$ cat src/rtl/ram_access_unit.sv
// Initiator-side sequencer for the 256x32 single-port data RAM: single-word read,
// single-word write and ascending block copy, one response pulse per request.
module ram_access_unit #(
  parameter int ADDR_W = 9,
  parameter int DATA_W = 32
) (
  input  logic              clock,
  input  logic              rst_n,
  input  logic              req_valid,
  output logic              req_ready,
  input  logic [1:0]        req_op,
  input  logic [ADDR_W-1:0] req_addr,
  input  logic [ADDR_W-1:0] req_dst,
  input  logic [ADDR_W-1:0] req_len,
  input  logic [DATA_W-1:0] req_wdata,
  output logic              rsp_valid,
  output logic              rsp_err,
  output logic [DATA_W-1:0] rsp_rdata,
  output logic [ADDR_W-1:0] ram_addr,
  output logic              ram_wr,
  output logic [DATA_W-1:0] ram_wdata,
  output logic              ram_rd,
  input  logic [DATA_W-1:0] ram_rdata
);

  localparam logic [1:0] OP_RD = 2'b00;
  localparam logic [1:0] OP_WR = 2'b01;
  localparam logic [1:0] OP_CP = 2'b10;

  localparam logic [ADDR_W:0] LAST_WORD = (ADDR_W + 1)'(255);
  localparam logic [ADDR_W:0] ONE_X     = (ADDR_W + 1)'(1);
  localparam logic [ADDR_W-1:0] ONE     = ADDR_W'(1);

  typedef enum logic [2:0] {
    IDLE,
    RD,
    RD_CAP,
    WR,
    CP_RD,
    CP_CAP,
    CP_WR,
    ERR
  } state_t;

  state_t              state_q, state_d;
  logic [ADDR_W-1:0]   src_q, src_d;
  logic [ADDR_W-1:0]   dst_q, dst_d;
  logic [ADDR_W-1:0]   len_q, len_d;
  logic [ADDR_W-1:0]   idx_q, idx_d;
  logic                rsp_valid_q, rsp_valid_d;
  logic                rsp_err_q, rsp_err_d;
  logic [DATA_W-1:0]   rsp_rdata_q, rsp_rdata_d;
  logic [ADDR_W-1:0]   ram_addr_q, ram_addr_d;
  logic                ram_wr_q, ram_wr_d;
  logic                ram_rd_q, ram_rd_d;
  logic [DATA_W-1:0]   ram_wdata_q, ram_wdata_d;

  // Sums are one bit wider than the address so ranges running past word 255
  // cannot wrap back into the backed region.
  function automatic logic req_is_bad(input logic [1:0]        op,
                                      input logic [ADDR_W-1:0] addr,
                                      input logic [ADDR_W-1:0] dst,
                                      input logic [ADDR_W-1:0] len);
    logic [ADDR_W:0] src_end;
    logic [ADDR_W:0] dst_end;
    logic            bad;
    src_end = {1'b0, addr} + {1'b0, len} - ONE_X;
    dst_end = {1'b0, dst} + {1'b0, len} - ONE_X;
    case (op)
      OP_RD, OP_WR: bad = ({1'b0, addr} > LAST_WORD);
      OP_CP:        bad = (len == '0) || (src_end > LAST_WORD) || (dst_end > LAST_WORD);
      default:      bad = 1'b1;
    endcase
    req_is_bad = bad;
  endfunction

  always_comb begin
    state_d     = state_q;
    src_d       = src_q;
    dst_d       = dst_q;
    len_d       = len_q;
    idx_d       = idx_q;
    rsp_valid_d = 1'b0;
    rsp_err_d   = 1'b0;
    rsp_rdata_d = rsp_rdata_q;
    ram_addr_d  = '0;
    ram_wr_d    = 1'b0;
    ram_rd_d    = 1'b0;
    ram_wdata_d = '0;

    case (state_q)
      IDLE: begin
        if (req_valid) begin
          if (req_is_bad(req_op, req_addr, req_dst, req_len)) begin
            state_d = ERR;
          end else begin
            case (req_op)
              OP_RD: begin
                state_d    = RD;
                ram_rd_d   = 1'b1;
                ram_addr_d = req_addr;
              end
              OP_WR: begin
                state_d     = WR;
                ram_wr_d    = 1'b1;
                ram_addr_d  = req_addr;
                ram_wdata_d = req_wdata;
              end
              default: begin
                state_d    = CP_RD;
                src_d      = req_addr;
                dst_d      = req_dst;
                len_d      = req_len;
                idx_d      = '0;
                ram_rd_d   = 1'b1;
                ram_addr_d = req_addr;
              end
            endcase
          end
        end
      end
      RD: begin
        state_d = RD_CAP;
      end
      RD_CAP: begin
        rsp_rdata_d = ram_rdata;
        rsp_valid_d = 1'b1;
        state_d     = IDLE;
      end
      WR: begin
        rsp_valid_d = 1'b1;
        state_d     = IDLE;
      end
      CP_RD: begin
        state_d = CP_CAP;
      end
      // The write-data register doubles as the copy buffer: the captured word
      // is presented on ram_wdata during the following CP_WR cycle.
      CP_CAP: begin
        state_d     = CP_WR;
        ram_wr_d    = 1'b1;
        ram_addr_d  = dst_q + idx_q;
        ram_wdata_d = ram_rdata;
      end
      CP_WR: begin
        if (idx_q == len_q - ONE) begin
          rsp_valid_d = 1'b1;
          state_d     = IDLE;
        end else begin
          idx_d      = idx_q + ONE;
          state_d    = CP_RD;
          ram_rd_d   = 1'b1;
          ram_addr_d = src_q + idx_q + ONE;
        end
      end
      ERR: begin
        rsp_valid_d = 1'b1;
        rsp_err_d   = 1'b1;
        state_d     = IDLE;
      end
      default: begin
        state_d = IDLE;
      end
    endcase
  end

  always_ff @(posedge clock or negedge rst_n) begin
    if (!rst_n) begin
      state_q     <= IDLE;
      src_q       <= '0;
      dst_q       <= '0;
      len_q       <= '0;
      idx_q       <= '0;
      rsp_valid_q <= 1'b0;
      rsp_err_q   <= 1'b0;
      rsp_rdata_q <= '0;
      ram_addr_q  <= '0;
      ram_wr_q    <= 1'b0;
      ram_rd_q    <= 1'b0;
      ram_wdata_q <= '0;
    end else begin
      state_q     <= state_d;
      src_q       <= src_d;
      dst_q       <= dst_d;
      len_q       <= len_d;
      idx_q       <= idx_d;
      rsp_valid_q <= rsp_valid_d;
      rsp_err_q   <= rsp_err_d;
      rsp_rdata_q <= rsp_rdata_d;
      ram_addr_q  <= ram_addr_d;
      ram_wr_q    <= ram_wr_d;
      ram_rd_q    <= ram_rd_d;
      ram_wdata_q <= ram_wdata_d;
    end
  end

  assign req_ready = (state_q == IDLE);
  assign rsp_valid = rsp_valid_q;
  assign rsp_err   = rsp_err_q;
  assign rsp_rdata = rsp_rdata_q;
  assign ram_addr  = ram_addr_q;
  assign ram_wr    = ram_wr_q;
  assign ram_rd    = ram_rd_q;
  assign ram_wdata = ram_wdata_q;

endmodule

$ cat config.mk
export PLATFORM = sky130hd
export DESIGN_NAME = ram_access_unit
export DESIGN_NICKNAME = d
export VERILOG_FILES = /design/src/rtl/ram_access_unit.sv
export SDC_FILE = /design/constraint.sdc
export NUM_CORES = 1
export LEC_CHECK = 0
export CORE_ASPECT_RATIO = 1.25
export CORE_MARGIN = 2
export CORE_UTILIZATION = 45
export DETAILED_ROUTE_END_ITERATION = 10
export GPL_ROUTABILITY_DRIVEN = 0
export PLACE_DENSITY_LB_ADDON = 0.08
export SYNTH_ARGS = -nofsm -noshare
export SYNTH_HDL_FRONTEND = slang
export SYNTH_SLANG_ARGS = --single-unit
$ cat constraint.sdc
create_clock -name clock -period 3.2 [get_ports clock]
set_input_delay 0.64 -clock clock [delete_from_list [all_inputs] [get_ports clock]]
set_output_delay 0.64 -clock clock [all_outputs]
set_load 0.005 [all_outputs]
Word-level counts from Yosys, hierarchy flattened --
Index checks and enable logic that the tools add are counted.
Word-level totals: bits in registers 116, bits of input ports 96
Operators by class: add/subtract/negate cells 9, order comparisons 3, eq/ne operators 14, mux-type cells 33, bitwise gates (word level) 2, reduce and logical (&&, ||, !) cells 10
Operators by type and width (count):
- $mux W32 | 3
- $pmux W32 S2 | 1
- $mux W9 | 7
- $pmux W9 S3 | 1
- $add A9 B9 Y10 | 2
- $gt A10 B8 Y1 const B | 2
- $sub A10 B1 Y10 const B | 2
- $add A9 B1 Y9 const B | 2
- $add A9 B9 Y9 | 2
- $pmux W3 S6 | 1
- $pmux W9 S2 | 1
- $eq A3 B3 Y1 const B | 4
- $mux W1 | 11
- $eq A9 B9 Y1 | 1
- $gt A9 B8 Y1 const B | 1
- $logic_not A9 Y1 | 1
- $mux W3 | 3
- $sub A9 B1 Y9 const B | 1
- $ne A2 B2 Y1 const B | 4
- $pmux W1 S2 | 4
- $eq A3 B2 Y1 const B | 2
- $pmux W3 S2 | 1
- $reduce_and A5 Y1 | 1
- $reduce_and A4 Y1 | 1
- other kinds (10) | 12

Logic depth before layout (Yosys ltp) --
Gate-level depths: netlist of the first run.
depth in word-level cells 11, gate-level depth with buffers 14, gate-level depth less buffers 13

Worst setup path before layout of the first run --
Ideal clock, no wire load.
kind input to register, start input port req_addr[1], end register dst_q[0], arrival time 3075 ps, data required time 3075 ps, setup slack 0 ps, cell stages on the path 13, path through inv_1 ha_1 inv_1 ha_1 inv_1 fa_1 nand3b_1 a21o_1 nand2_1 o311ai_2 nor4_4 buf_2 mux2_2
Between the ends: longest elaborated chain between the ends 10
RTL lines:
- start, declared | line 12 | input logic [ADDR_W-1:0] req_addr,
- $add A9 B9 Y10 | line 67 | src_end = {1'b0, addr} + {1'b0, len} - ONE_X;
- $sub A10 B1 Y10 | line 67
- $gt A10 B8 Y1 | line 71 | OP_CP: bad = (len == '0) || (src_end > LAST_WORD) || (dst_end > LAST_WORD);
- $logic_or A1 B1 Y1 (2 in a row) | line 71
- $pmux W1 S2 (*) | line 69 | case (op)
- $mux W1 (*) | line 93 | if (req_valid) begin
- $mux W1 (*) | line 91 | case (state_q)
- $not A1 Y1 (no line) (*)
- $reduce_and A4 Y1 (no line) (*)
- end signal, assigned | line 184 | dst_q <= dst_d;
- end, declared | line 47 | logic [ADDR_W-1:0] dst_q, dst_d;
Mark *: on every way between the ends. The rest lies on a longest branch, timed or not. The select of a mux whose other input is x is not followed. A chain may end at the register's enable or synchronous reset.

Worst setup path after layout of the first run --
start input port req_len[1], end register ram_addr_q[0] (netlist: ram_addr[0])
Between the ends: longest elaborated chain between the ends 11
RTL lines:
- start, declared | line 14 | input logic [ADDR_W-1:0] req_len,
- $add A9 B9 Y10 | line 67
- $sub A10 B1 Y10 | line 67
- $gt A10 B8 Y1 | line 71
- $logic_or A1 B1 Y1 | line 71
- $logic_or A1 B1 Y1 (*) | line 71
- $pmux W1 S2 (*) | line 69
- $mux W1 (*) | line 93
- $mux W1 (*) | line 91
- $mux W9 (*) | line 94 | if (req_is_bad(req_op, req_addr, req_dst, req_len)) begin
- $mux W9 (*) | line 93
- $pmux W9 S3 (*) | line 91
- net ram_addr_d[0] | line 53 | logic [ADDR_W-1:0] ram_addr_q, ram_addr_d;
- end signal, assigned | line 190 | ram_addr_q <= ram_addr_d;
- end, declared | line 53
Mark *: on every way through the listed nets, which the timed path passes. The rest lies on a longest branch. The select of a mux whose other input is x is not followed.

==> results of run 1 <==
==> layout make-up <==
class | count | area (µm²)
fill | 1072 | 4280
multi-input combinational | 369 | 3400
sequential | 116 | 2900
timing repair buffer | 230 | 2180
clock buffer | 18 | 439
inverter | 78 | 295
tap | 175 | 219
clock inverter | 14 | 165
==> logic make-up after synthesis <==
| logic type | after synthesis | share of synthesized area |
|---|---|---|
| adders and majority gates | 56 | 0.114 |
| muxes | 54 | 0.0951 |
| AOI/OAI and AO/OA | 127 | 0.153 |
| DFF | 116 | 0.454 |
| and+or+nand+nor | 108 | 0.0928 |
| xor gates and xnor gates | 24 | 0.0329 |
| buffers and inverters | 97 | 0.0581 |
==> per-layer routing <==
layer  up-vias  wire length (µm)  global-route usage
met4         0               695               0.108
met5         -                 0                   0
li1       2530                 -                   -
met1      2604              7360               0.278
met2       183              8720               0.420
met3        31               890              0.0537
==> synthesized netlist by cell type (all sizes together), types with 2 or more instances <==
| master | instances |
|---|---|
| nor3b | 3 |
| nand3 | 8 |
| xnor2 | 11 |
| o21bai | 4 |
| o31ai | 3 |
| a21o | 6 |
| or3 | 3 |
| a21oi | 25 |
| inv | 78 |
| ha | 52 |
| nor2b | 8 |
| o211a | 2 |
| nor3 | 9 |
| nor2 | 27 |
| mux2 | 54 |
| a211oi | 2 |
| clkbuf | 12 |
| and2 | 7 |
| nand3b | 2 |
| o21a | 2 |
| or2 | 2 |
| o31a | 3 |
| dfrtp | 116 |
| xor2 | 13 |
| a2111oi | 3 |
| fa | 4 |
| a22o | 33 |
| o2bb2ai | 5 |
| nor4 | 4 |
| buf | 7 |
| and3 | 6 |
| a221o | 9 |
| o21ai | 17 |
| a21boi | 2 |
| nand2b | 4 |
| nand2 | 17 |
| nand4 | 6 |
==> power groups by stage <==
stage	logic, mW	registers [mW]	clock network [mW]
2_1_floorplan	0.137	1.52	0
3_3_place_gp	0.421	1.52	0
3_5_place_dp	0.430	1.52	0
4_1_cts	0.499	1.49	1.96
5_1_grt	0.560	1.49	2.03
6_report	0.514	1.49	1.93
==> flip-flops by register name, indices dropped and copies added (netlist names) <==
name	cells
ram_addr	9
rsp_rdata	32
idx_q	9
dst_q	9
state_q	3
src_q	9
ram_rd	1
len_q	9
ram_wr	1
rsp_err	1
ram_wdata	32
rsp_valid	1
==> worst min path at each step <==
stage,from,slack (ps),endpoint
final,rst_n,280,ram_wdata[29]
after global placement,rsp_rdata[31],490,rsp_rdata[31]
after global routing,rst_n,310,ram_wdata[29]
after floorplan,rst_n,340,dst_q[0]
after CTS,rst_n,290,ram_wdata[29]
after detailed placement,rsp_rdata[9],490,rsp_rdata[9]
==> worst reg2reg max path: stages (launching register included) <==
cell       delay, ps
dfrtp_1          440
inv_1             90
ha_1             240
nand2b_1         170
o211a_1          140
o31a_1           330
a2111oi_4        610
o21ai_2          300
nand2_2          200
buf_4            170
o2bb2ai_1        120
==> metrics by stage <==
stage / cells / setup slack (ps)
after floorplan: 582 / 42.2
after global placement: 958 / -603
after detailed placement: 958 / -695
after CTS: 998 / 1.37
after global routing: 1000 / 0.00644
final: 1000 / 101
==> timing repair <==
action                                  CTS  global route
gates resized for setup                  94            12
endpoints found under the setup margin   72            75
setup buffers                             7             3
gates cloned                              1             0
pin swaps                                27            17
==> results.yml, run 1 <==
route:
  antenna_left: 0
  wire_per_inst_um: 17.7
  drt-vias-per-instance: 5.35
  num_vias: 5348
  initialDrtViolationCount: 294
  dr.pass1.iters: 4
  drc: 0
  wl_um: 17700
job:
  max_cap_viol_count: 0
die:
  ios: 174
  dieArea_mm2: 0.0152
  rows: 48
  start_util: 0.461
  die_w_um: 111
  core_area_mm2: 0.0139
  die_h_um: 137
power_and_ir_drop:
  leakage_nw: 4.57
  powerDensity_mw_per_mm2: 410
  peakVddDrop_v: 0.000314
  p_clk_frac: 0.490
  switchingPower_uw: 972
  pwr-share-seq: 0.379
  internal_power_mw: 2.96
  total_power_mw: 3.93
  swShare: 0.247
  p_comb_frac: 0.131
critical_path:
  path_depth: 17
  r2r_start: "len_q[0]"
  critPathMaxFanout: 8
  crit_type: "input pin to flop"
  cp_slowest_stage_delay_ps: 360
  regToRegSetupSlack_ps: 300
  worst_path_max_delay_cell: "fa_2"
  worst-path-buf-inv: 7
  cp_cell_sequence: "buf_6 > inv_2 > buf_4 > ha_1 > inv_2 > ha_4 > inv_2 > fa_2 > nor2b_4 > o21bai_4 > a311o_1 > o211ai_1 > buf_4 > o32a_1 > nor2_1 > buf_4 > a221o_1"
  r2r-end: "idx_q[6]"
  end_kind: "flop"
  r2r_cells: 10
  critPathLaunchType: "input pin"
  critPathCapture: "ram_addr[0]"
  worstPathRequired_ps: 3490
  crit_family: "compound AO/OA/AOI/OAI gates"
  arrival_ps: 3380
  critPathLaunch: "req_len[1]"
final_layout:
  antenna_cells: 0
  fin_nets: 964
  design_area_mm2: 0.00960
  fin_util: 0.692
  drive_gt1_frac: 0.256
  final_common_cell: "clkdlybuf4s50_1"
  final_cell_mix: "145 x clkdlybuf4s50_1, 116 x dfrtp_1, 59 x inv_1, 54 x buf_4, 52 x mux2_2"
  area_growth_pct: 50.1
global_routing:
  grt_max_degree: 56
  track_usage: 0.238
  grt_overflow_total: 0
  grt_antenna_before_repair: 0
  grt_first_pass_wirelength_um: 28500
  first_global_vias: 5537
logic_synthesis:
  async_reset_ff_frac: 1.00
  ys_seq_elements: 116
  synth_top_area_share: 0.454
  synth_seq_area_share: 0.454
  netlist_top_cells_area: "dfrtp_1 45%, ha_1 10%, mux2_2 9.5%, inv_1 4.6%, a22o_1 4.5%"
  syn-cell-area_mm2: 0.00639
  ys_warn_count: 0
  synth-edff-count: 0
  synth_nets: 734
  syn_area_per_cell_um2: 11.0
  synth.largest_area_cell: "dfrtp_1"
  synth_flop_cell: "dfrtp_1"
  synth_cells: 582
  synth_cell_types: 56
place:
  post_dp_cell_area_mm2: 0.00866
  dpl.hpwl_um: 13100
  portBuffers: 173
clock_network:
  cts.path.max_buffers: 2
  clk_pin_slew_worst_paths_ps: 60
  cts.sinks: 116
  postCtsHoldBufs: 0
  cts_tree: "yes"
  cts_root_buf: "clkbuf_16"
  htreeDepth: 4
  worstSkewPairLatency_ps: 410
  numCtsBuffers: 17
outcome:
  status: "finished clean"
timing:
  setup_viol: 0
  finClkSkew_ps: 7.63
  slew_viol_final: 0
  fin_crit_ps: 3100
  grt_setup_unrepaired: "no"
  slew_headroom: 0.526
  worstMarginPinSlew_ps: 692
  fin_tns_setup_ps: 0
  fmax_mhz: 323
  fin_worst_hold_slack_ps: 275
  fin_crit_sh: 0.968
  finalHoldViolations: 0
worst_hold_path:
  hold_path_class: "input pin to asynchronous set/reset pin"
Note: power is estimated with default switching activity, not from simulation.
==> run 2, diff against run 1 <==
--- a/config.mk
+++ b/config.mk
@@ -10,6 +10,7 @@
 export CORE_UTILIZATION = 45
 export DETAILED_ROUTE_END_ITERATION = 10
 export GPL_ROUTABILITY_DRIVEN = 0
+export HOLD_SLACK_MARGIN = 0.03
 export PLACE_DENSITY_LB_ADDON = 0.08
 export SYNTH_ARGS = -nofsm -noshare
 export SYNTH_HDL_FRONTEND = slang
==> constraint.sdc (replaced) <==
create_clock -name clock -period 3.05 [get_ports clock]
set_input_delay 0.61 -clock clock [delete_from_list [all_inputs] [get_ports clock]]
set_output_delay 0.61 -clock clock [all_outputs]
set_load 0.005 [all_outputs]
==> run 2 against run 1 <==
Utilization rose by 2.2 points; sequential power rose by 5%; cell count rose by 1.3%; global-route usage rose by 1.1 points; via count rose by 1.7%; hold slack got worse by 96 ps; critical endpoint is now idx_q[2]; largest cell class unchanged.
==> results.yml, run 2 (synthesis gave the netlist of run 1 again) <==
clock_network:
  cts.path.max_buffers: 2
  postCtsHoldBufs: 0
  numCtsBuffers: 17
  cts_root_buf: "clkbuf_16"
  worstSkewPairLatency_ps: 420
  clk_pin_slew_worst_paths_ps: 60
  cts.sinks: 116
  htreeDepth: 4
  cts_tree: "yes"
route:
  wl_um: 18700
  antenna_left: 0
  dr.pass1.iters: 4
  num_vias: 5438
  initialDrtViolationCount: 354
  drt-vias-per-instance: 5.37
  wire_per_inst_um: 18.4
  drc: 0
timing:
  fmax_mhz: 335
  fin_tns_setup_ps: 0
  finClkSkew_ps: 11.6
  setup_viol: 0
  fin_crit_ps: 2980
  slew_headroom: 0.518
  finalHoldViolations: 0
  fin_crit_sh: 0.978
  worstMarginPinSlew_ps: 720
  grt_setup_unrepaired: "yes"
  slew_viol_final: 0
critical_path:
  crit_type: "input pin to flop"
  r2r-end: "idx_q[2]"
  worstPathRequired_ps: 3340
  crit_family: "compound AO/OA/AOI/OAI gates"
  r2r_cells: 11
  cp_cell_sequence: "clkdlybuf4s50_1 > inv_1 > ha_4 > inv_2 > ha_4 > nor2_1 > a21oi_1 > and3_1 > o311ai_4 > buf_6 > o41ai_2 > buf_4 > nand2_8 > a221o_1"
  cpMostUsedCell: "ha_4"
  worst_path_max_delay_cell: "clkdlybuf4s50_1"
  regToRegSetupSlack_ps: 250
  worst-path-buf-inv: 5
  arrival_ps: 3280
  end_kind: "flop"
  critPathMaxFanout: 8
  critPathLaunchType: "input pin"
  r2r_start: "len_q[1]"
  cp_slowest_stage_delay_ps: 470
place:
  portBuffers: 173
  dpl.hpwl_um: 13900
  post_dp_cell_area_mm2: 0.00875
global_routing:
  first_global_vias: 5674
  grt_antenna_before_repair: 0
  grt_max_degree: 47
  grt_overflow_total: 0
  track_usage: 0.249
  grt_first_pass_wirelength_um: 29400
power_and_ir_drop:
  total_power_mw: 4.30
  powerDensity_mw_per_mm2: 435
  leakage_nw: 4.71
  peakVddDrop_v: 0.000321
final_layout:
  seqCellArea_mm2: 0.00290
  fillerInstances: 1029
  drive_gt1_frac: 0.271
  area_growth_pct: 54.8
  multi_input_area_mm2: 0.00346
  fin_nets: 977
  antenna_cells: 0
  final_cell_mix: "146 x clkdlybuf4s50_1, 116 x dfrtp_1, 61 x inv_1, 56 x buf_4, 42 x mux2_2"
  design_area_mm2: 0.00990
  final_common_cell: "clkdlybuf4s50_1"
die:
  dieArea_mm2: 0.0152
  start_util: 0.461
  rows: 48
  core_area_mm2: 0.0139
  die_h_um: 137
  ios: 174
  die_w_um: 111
outcome:
  status: "finished clean"
worst_hold_path:
  hold_path_class: "input pin to asynchronous set/reset pin"
job:
  max_cap_viol_count: 0
-- run 2: through the flow --
stage | std cells | setup slack [ps] | util | hold WS, ps
2_1_floorplan | 582 | 6.06 | - | 314
4_1_cts | 1011 | 1.99 | 0.705 | 193
3_5_place_dp | 967 | -951 | 0.631 | 495
6_report | 1013 | 65.8 | 0.713 | 179
5_1_grt | 1013 | -48.1 | 0.713 | 223
3_3_place_gp | 967 | -865 | 0.631 | 489
-- run 2: worst max path at each step --
stage	startpoint	endpoint	slack [ps]	cells after the start
global placement	req_addr[6]	ram_wdata[17]	-860	12
finish	req_dst[8]	idx_q[2]	70	14
CTS	req_len[0]	ram_addr[0]	2	16
floorplan	req_addr[1]	ram_wdata[1]	6	14
detailed placement	req_dst[1]	ram_wdata[15]	-950	14
global route	req_dst[8]	idx_q[2]	-50	14
-- run 2: worst reg2reg max path, cell delays in order, from the launching register on --
cell       delay (ps)
dfrtp_1           410
inv_1              90
ha_1              190
nor3b_1           220
buf_4             170
a221oi_1           70
o21bai_1          250
a2111oi_4         110
buf_4             180
o21ai_2           490
nand2_8           140
a221o_1           340
-- run 2: power by group --
part | internal [mW] | total (mW) | switching, mW
Combinational | 0.313 | 0.564 | 0.251
Clock | 1.42 | 2.17 | 0.749
Sequential | 1.56 | 1.56 | 0.00622
Total | 3.30 | 4.30 | 1.01
-- run 2: cell type report --
type	instances	share of cell area
multi-input cells	370	0.349
flip-flops and latches	116	0.293
repair buffers	242	0.240
clock buffers	19	0.0458
inverters	78	0.0296
well taps	175	0.0221
clock inverters	13	0.0198
-- run 2: what timing repair did --
item	in CTS	in global routing
endpoints found under the setup margin	80	72
gates resized for setup	90	34
cloned	4	0
buffers inserted	9	3
pin swaps	34	21
-- run 2: per-layer routing --
| metal | GRT usage | part of all wire | vias to the layer above | wire length, µm |
|---|---|---|---|---|
| li1 | - | - | 2558 | - |
| met1 | 0.283 | 0.40 | 2640 | 7560 |
| met2 | 0.467 | 0.52 | 214 | 9670 |
| met3 | 0.0488 | 0.054 | 26 | 1010 |
| met4 | 0.0875 | 0.023 | 0 | 434 |
| met5 | 0 | 0 | - | 0 |
==> RTL change, RTL diff (config.mk and constraints of run 1) <==
Make the reset (`rst_n`) synchronous in one clocked block.
--- a/src/rtl/ram_access_unit.sv
+++ b/src/rtl/ram_access_unit.sv
@@ -164,7 +164,7 @@
     endcase
   end
 
-  always_ff @(posedge clock or negedge rst_n) begin
+  always_ff @(posedge clock) begin
     if (!rst_n) begin
       state_q     <= IDLE;
       src_q       <= '0;
Behaviour: differs if rst_n is asserted again (counterexample within 4 cycles, from zero or initial values and one cycle with rst_n low); with rst_n held inactive, the same outputs for 4 cycles.
==> RTL change against run 1 <==
Setup slack worse by 0.17 ns; first-iteration DRC count down 21%; routed wire length increased by 9.5%; area after synthesis is 1.8% lower; power increased by 7.2%; largest power group unchanged; sequential cell count stayed put; critical endpoint is now idx_q[3]; the flow now finishes with violations (setup timing); critical path depth fell by 5; largest cell class unchanged; design area shrank 0.85%.
==> RTL change: results (changes against run 1) <==
status: complete, but fails checks (was complete, no violations)
failing checks: setup timing
routed length on met3: 1.14 mm (was 890 um)
setup violators final: 23 (was 0)
internal power: 3.18 mW (was 2.96 mW)
met3 Use GR: 5.32% (was 5.37%)
DR WL met2: 10.1 mm (was 8.72 mm)
DR iter-0 viols: 232 (was 294)
setup TNS: -0.404 ns (was 0 ns)
Non-Filler Instances: 1120 (was 1000)
pre-CTS setup slack: -0.946 ns (was -0.695 ns)
Leak: 4.08 nW (was 4.57 nW)
post-synth cell types: 57 (was 56)
setup ws final: -0.0637 ns (was 0.101 ns)
Adder-Cell Fraction of Synth Area: 11.6% (was 11.4%)
Compound-Gate Fraction of Synth Area: 20.1% (was 15.3%)
M1 GR Usage: 26.6% (was 27.8%)
First-pass DRT Iterations: 5 (was 4)
met1 WL: 7.48 mm (was 7.36 mm)
vias in the first global route: 5972 (was 5537)
drt via density: 5.34 (was 5.35)
Reg2Reg Depth: 9 (was 10)
first-pass GRT wire length: 28.8 mm (was 28.5 mm)
Hold WS: 0.461 ns (was 0.275 ns)
Mean Syn Cell Area: 8.84 sq um (was 11.0 sq um)
mux share of post-synthesis cell area: 4.82% (was 9.51%)
Placement Cell Area: 8570 sq um (was 8660 sq um)
clock skew: 0.00761 ns (was 0.00763 ns)
Synth Area in XOR/XNOR: 3.49% (was 3.29%)
## RTL change: cell count changes after synthesis, moves of 7 or more
cell / change
dfrtp_1: -116
dfxtp_1: +116
nand2_1: +63
mux2_2: -52
a21boi_0: +31
mux2i_1: +28
nor2b_1: +25
clkbuf_1: +16
o211ai_1: +11
a221o_1: -9
nor2_1: -9
a2bb2oi_1: +7
nand3_1: +7
## RTL change: worst max-delay path: stages
cell           delay, ns
dlygate4sd2_1       0.22
inv_1               0.05
ha_1                0.28
inv_2               0.05
ha_4                0.28
nand3_2             0.08
a21oi_2             0.19
mux2_4              0.32
o32a_1              0.37
a2111o_2            0.62
a22o_1              0.28
a31o_2              0.20
## RTL change: cells by family (layout without fill, tap and decap cells)
kind of cell / Yosys count / after routing
adders and majority gates: 56 / 56
muxes: 30 / 30
AOI/OAI and AO/OA: 171 / 171
and+or+nand+nor: 199 / 199
DFF: 116 / 116
xor gates and xnor gates: 25 / 25
buffers and inverters: 113 / 348
## RTL change: worst paths after layout
path                startpoint      endpoint
setup / recovery    req_dst[3]      idx_q[3]
setup reg to reg      len_q[0]   ram_addr[2]
hold / removal    rsp_rdata[3]  rsp_rdata[3]
hold reg to reg   rsp_rdata[3]  rsp_rdata[3]
## RTL change: final cells by class
cell class,instances,area share (%)
repair buffers,242,24.2
well taps,175,2.30
inverters,74,3.08
flip-flops and latches,116,24.4
clock buffers,20,4.90
multi-input cells,481,39.5
clock inverters,12,1.62
## RTL change: power by group through the flow
| stage | sequential (mW) | combinational (mW) | clock, mW |
|---|---|---|---|
| floorplan | 1.55 | 0.299 | 0 |
| global placement | 1.56 | 0.644 | 0 |
| detailed placement | 1.56 | 0.661 | 0 |
| CTS | 1.53 | 0.696 | 1.99 |
| global route | 1.54 | 0.796 | 2.05 |
| finish | 1.53 | 0.728 | 1.95 |
